==> src/rtl/bin_counter_pkg.sv <==
// Shared types for the universal binary counter.
// Contents: default width, next-state operation encoding, and the
// priority decoder that maps the synchronous controls onto one operation.
package bin_counter_pkg;

    localparam int unsigned DEFAULT_N = 8;

    // One operation is selected per rising edge.
    typedef enum logic [2:0] {
        OP_HOLD = 3'd0,
        OP_CLR  = 3'd1,
        OP_LOAD = 3'd2,
        OP_INC  = 3'd3,
        OP_DEC  = 3'd4
    } op_e;

    // Priority: clear > load > count (direction from up) > hold.
    function automatic op_e decode_op(
        input logic syn_clr,
        input logic load,
        input logic en,
        input logic up
    );
        op_e op;
        op = OP_HOLD;
        if (syn_clr) begin
            op = OP_CLR;
        end else if (load) begin
            op = OP_LOAD;
        end else if (en) begin
            op = up ? OP_INC : OP_DEC;
        end
        return op;
    endfunction

endpackage

==> src/rtl/bin_counter.sv <==
// N-bit universal binary counter with synchronous clear, parallel load,
// enable and up/down count with wrap-around.
// Ports:
//   clk      - clock, all state changes on the rising edge
//   rst_n    - asynchronous reset, active-high (forces q to 0 while 1)
//   syn_clr  - synchronous clear, highest synchronous priority
//   load     - synchronous parallel load of d
//   en       - count enable
//   up       - count direction, 1 = increment, 0 = decrement
//   d        - parallel load value
//   max_tick - combinational flag, q == 2^N-1
//   min_tick - combinational flag, q == 0
//   q        - current count, taken directly from the count register
module bin_counter
    import bin_counter_pkg::*;
#(
    parameter int unsigned N = DEFAULT_N
) (
    input  logic         clk,
    input  logic         rst_n,
    input  logic         syn_clr,
    input  logic         load,
    input  logic         en,
    input  logic         up,
    input  logic [N-1:0] d,
    output logic         max_tick,
    output logic         min_tick,
    output logic [N-1:0] q
);

    logic [N-1:0] r_q;
    logic [N-1:0] w_next;
    op_e          w_op;

    // Count register; reset polarity is active-high despite the name.
    always_ff @(posedge clk or posedge rst_n) begin
        if (rst_n) begin
            r_q <= '0;
        end else begin
            r_q <= w_next;
        end
    end

    // Next-state selection; N-bit arithmetic discards carry/borrow so
    // the count wraps in both directions.
    always_comb begin
        w_next = r_q;
        w_op   = decode_op(syn_clr, load, en, up);
        case (w_op)
            OP_CLR:  w_next = '0;
            OP_LOAD: w_next = d;
            OP_INC:  w_next = r_q + N'(1);
            OP_DEC:  w_next = r_q - N'(1);
            default: w_next = r_q;
        endcase
    end

    // Terminal-count flags follow the register with no added latency.
    assign max_tick = &r_q;
    assign min_tick = ~|r_q;
    assign q        = r_q;

endmodule

==> config.mk <==
export PLATFORM = sky130hd
export DESIGN_NAME = bin_counter
export DESIGN_NICKNAME = d
export VERILOG_FILES = /design/src/rtl/bin_counter_pkg.sv /design/src/rtl/bin_counter.sv
export SDC_FILE = /design/constraint.sdc
export NUM_CORES = 1
export LEC_CHECK = 0
export BUFFER_PORTS_ARGS = -buffer_cell sky130_fd_sc_hd__buf_2
export CORE_MARGIN = 5
export CORE_UTILIZATION = 42
export CTS_CLUSTER_DIAMETER = 150
export CTS_CLUSTER_SIZE = 14
export DETAILED_ROUTE_END_ITERATION = 6
export PLACE_DENSITY_LB_ADDON = 0.2
export SYNTH_ARGS = -nofsm -noshare
export SYNTH_HDL_FRONTEND = slang
export SYNTH_SLANG_ARGS = --single-unit
export TNS_END_PERCENT = 5
==> constraint.sdc <==
create_clock -name clk -period 2 [get_ports clk]
set_input_delay 0.3 -clock clk [delete_from_list [all_inputs] [get_ports clk]]
set_output_delay 0.3 -clock clk [all_outputs]
set_load 0.03 [all_outputs]
After elaboration in Yosys (flattened, before gate mapping)
Cells that the tools add are included.
{"block": "totals", "word_cells": 16, "output_inout_bits": 10, "input_bits": 14, "regBits": 8}
{"block": "op_classes", "n_addsub": 2, "n_eq_ne": 4, "reduce_logical": 4, "n_mux": 5}
{"operator": "$pmux W8 S4", "count": 1}
{"operator": "$mux W3", "count": 4}
{"operator": "$add A8 B1 Y8 const B", "count": 1}
{"operator": "$reduce_and A8 Y1", "count": 1}
{"operator": "$reduce_or A8 Y1", "count": 1}
{"operator": "$sub A8 B1 Y8 const B", "count": 1}
{"operator": "$eq A3 B2 Y1 const B", "count": 2}
{"operator": "$reduce_bool A4 Y1", "count": 1}
{"operator": "$eq A3 B1 Y1 const B", "count": 1}
{"operator": "$eq A3 B3 Y1 const B", "count": 1}
{"operator": "$logic_not A1 Y1", "count": 1}

Longest topological paths before layout
{"block": "depth", "depth_word": 6, "mapped_depth": 10, "depth_no_buf": 9}

Worst setup path after synthesis
OpenSTA, ideal clock, no wires.
{"block": "synth_path", "kind": "input to register", "startpoint": "in load", "endpoint": "reg r_q[6] (netlist: q[6])", "slack_ps": -205, "arrival_time_ps": 2111, "cell_stages": 10, "setup_ps": 94, "t_required_ps": 1906, "n_path_buf": 1, "path_cell_list": "buf_2 nand2b_1 or3_1 inv_1 ha_1 nor2b_4 o2111ai_1 nand4b_1 xnor2_1 a211oi_1"}
{"block": "synth_via", "elab_chain_cells": 4, "elab_cells_between_ends": 8, "classes_between": "eq/ne (4); mux (3); reduce/logical (1)"}
{"item": "from (decl)", "line": "bin_counter.sv:22", "text": "input logic load,"}
{"item": "$mux W3 (*)", "line": "bin_counter_pkg.sv:28", "text": "end else if (load) begin"}
{"item": "$mux W3 (*)", "line": "bin_counter_pkg.sv:26", "text": "if (syn_clr) begin"}
{"item": "$eq A3 B3 Y1 (tied with other cells)", "line": "bin_counter.sv:49", "text": "case (w_op)"}
{"item": "$pmux W8 S4 or $reduce_bool A4 Y1 (tied branches)"}
{"item": "to (signal assigned)", "line": "bin_counter.sv:40", "text": "r_q <= w_next;"}
{"item": "to (decl)", "line": "bin_counter.sv:31", "text": "logic [N-1:0] r_q;"}
Mark *: on every way between the ends. The rest lies on a longest branch, timed or not.
A chain may end at the register's enable or synchronous reset.

Final worst setup path
Same ends and word-level chain as after synthesis.

==> flow_metrics.py <==
metrics = {
    "synthesis": {
        "syn_nets": 107,
        "synthCells": 86,
        "synthDistinctLibCells": 35,
        "synthFlopType": "dfrtp_1",
        "synth_warnings": 0,
        "yosys.cell_count.top_type": "nor2_1",
        "synthArstFlopShare_pct": 100,
        "synth_seq_cells": 8,
        "synth_area_leaders": "dfrtp_1 (28%), ha_1 (10%), nor2_1 (7.3%)",
        "synth_top_area_share_pct": 27.8,
        "yosysTopAreaCell": "dfrtp_1",
        "synth-seq-area-share_pct": 27.8,
        "synth_edf_count": 0,
        "synth_common_cells": "nor2_1 (14), a21oi_1 (8), dfrtp_1 (8)",
        "synth.avg_cell_area_um2": 8.38,
        "syn_area_um2": 721,
    },
    "layout": {
        "finalNonFillerCells": 139,
        "drive_above_1_share_pct": 48.4,
        "syn_to_final_growth_pct": 50.0,
        "multi_input_area_um2": 579,
        "final-seq-area_um2": 203,
        "final_nets": 145,
        "fillers": 139,
        "n_antenna_cell": 0,
        "largest_reg_flops": 8,
    },
    "worst_hold_path": {
        "min_path_type": "in -> reg",
    },
    "clocking": {
        "cts_tree": "done",
        "h-tree-depth": 1,
        "path_clk_slew_ns": 0.06,
        "clock_sinks": 8,
        "numCtsBuffers": 3,
        "cts_buffer_depth": 2,
        "cts-root-buf": "clkbuf_4",
        "clk_latency_ns": 0.26,
    },
    "outcome": {
        "status": "completed",
    },
    "sta": {
        "post-route-period-util_pct": 96.1,
        "hold_violations": 0,
        "post-route-min-period_ns": 1.92,
        "max_slew_margin_pct": 78.5,
        "finClkSkew_ns": 0.00892,
        "worstMarginPinSlew_ns": 0.322,
        "setup_viol": 0,
        "max_freq_mhz": 520,
        "maxSlewViolCount": 0,
    },
    "grt": {
        "grt_pass1_vias": 766,
        "grt_max_degree": 18,
        "grt_usage_pct": 18.6,
        "gr-total-overflow": 0,
        "grt_pass1_wl_um": 3570,
        "grt_antenna_before_repair": 0,
    },
    "route": {
        "firstDrtPassIters": 4,
        "drt_iter0_markers": 16,
        "drc": 0,
        "vias": 801,
        "drtAntennaViolNets": 0,
        "drt-total-wl_um": 2170,
        "viasPerCell": 5.76,
        "drt-wirelength-per-cell_um": 15.6,
    },
    "run": {
        "maxCapViolCount": 0,
    },
    "power": {
        "irDropWorstVdd_mv": 0.241,
        "p_total_mw": 0.520,
        "p_leak_nw": 0.508,
        "powerDensity_nw_per_um2": 481,
    },
    "die": {
        "die-area_um2": 2640,
        "ioPinCount": 24,
        "die_y_um": 51.4,
        "fp-row-count": 15,
        "die_w_um": 51.4,
        "start_util_pct": 43.1,
        "core_area_um2": 1670,
    },
    "critical_path": {
        "cp_max_fo": 5,
        "crit_required_ns": 2.16,
        "worst-setup-path-type": "in -> reg",
        "arrival_ns": 2.08,
        "critPathLaunchType": "input pin",
        "cp-end-kind": "flip-flop",
    },
    "place": {
        "gp_congestion": 0.820,
        "dpl.hpwl_um": 1680,
        "portBuffers": 23,
        "dp.cells": 133,
    },
}
==> cells by family after synthesis <==
| logic type | Yosys count | synth area share [%] |
|---|---|---|
| AO/OA/AOI/OAI | 24 | 21.9 |
| AND/OR/NAND/NOR | 29 | 21.7 |
| multiplexers | 1 | 1.39 |
| adder cells (fa/ha/maj) | 7 | 13.2 |
| XOR/XNOR | 7 | 8.51 |
| buffers and inverters | 10 | 5.56 |
| flip-flops | 8 | 27.8 |
==> cell usage in the layout, fill, tap and decap left out, types with 2 or more instances in the layout <==
cell type / count
a21oi_2: 2
a211oi_1: 2
buf_4: 14
nor3b_1: 2
ha_1: 2
buf_2: 22
clkbuf_4: 3
inv_1: 5
xnor2_1: 6
nand4_1: 2
nor2_1: 14
a21oi_1: 6
nand2_1: 2
dfrtp_2: 2
dfrtp_1: 6
ha_4: 4
==> metrics by stage <==
stage | area [um^2] | hold slack, ns | worst slack, ns | utilization [%] | setup TNS, ns
floorplan | 774 | 0.116 | -0.103 | - | -0.383
global placement | 973 | 0.263 | -0.159 | 58.3 | -0.621
detailed placement | 973 | 0.270 | -0.200 | 58.3 | -0.892
CTS | 1010 | 0.273 | 0.00220 | 60.3 | 0
global route | 1080 | 0.293 | -0.000420 | 64.7 | -0.000420
finish | 1080 | 0.277 | 0.0777 | 64.7 | 0
==> report_power, final <==
| group | switching, mW | internal (mW) |
|---|---|---|
| combinational | 0.109 | 0.0939 |
| sequential | 0.0174 | 0.174 |
| clock | 0.0573 | 0.0688 |
==> worst paths after layout <==
| path | from | endpoint | slack, ns | cells after the start |
|---|---|---|---|---|
| max | load | q[6]$_DFFE_PP0P_ | 0.08 | 10 |
| min | d[0] | q[0]$_DFFE_PP0P_ | 0.28 | 3 |
| max reg2reg | q[1]$_DFFE_PP0P_ | q[7]$_DFFE_PP0P_ | 0.28 | 7 |
| min reg2reg | q[5]$_DFFE_PP0P_ | q[5]$_DFFE_PP0P_ | 0.74 | 2 |
| max in group asynchronous | rst_n | q[0]$_DFFE_PP0P_ | 1.21 | 3 |
| min in group asynchronous | rst_n | q[3]$_DFFE_PP0P_ | 0.53 | 3 |
==> worst max-delay path, stage by stage <==
cell and delay [ns]:
buf_2 0.11, nand2b_4 0.14, or3_4 0.41, inv_8 0.10, ha_4 0.20, nor2b_4 0.13, o2111ai_2 0.15, nand4b_1 0.15
xnor2_1 0.17, a211oi_1 0.23
==> layout make-up <==
class / count / area share, %
Clock buffer: 3 / 2.08
Timing Repair Buffer: 37 / 20.8
Sequential cell: 8 / 18.7
Tap cell: 17 / 1.97
Multi-Input combinational cell: 68 / 53.6
Inverter: 6 / 2.78
==> what timing repair did <==
item                                    in CTS  in global routing
setup buffers                                0                  2
gates resized for setup                      1                 13
pin swaps                                    0                  5
endpoints found under the setup margin       1                  4
hold endpoints to repair                     8                  0
hold buffers                                 1                  0
==> metal layers <==
metal	share of wire, %	global-route usage (%)
met1	42	23.3
met4	3.7	13.5
met3	5.6	2.62
met5	0	0
met2	48	28.8
(Power assumes the default switching activity.)
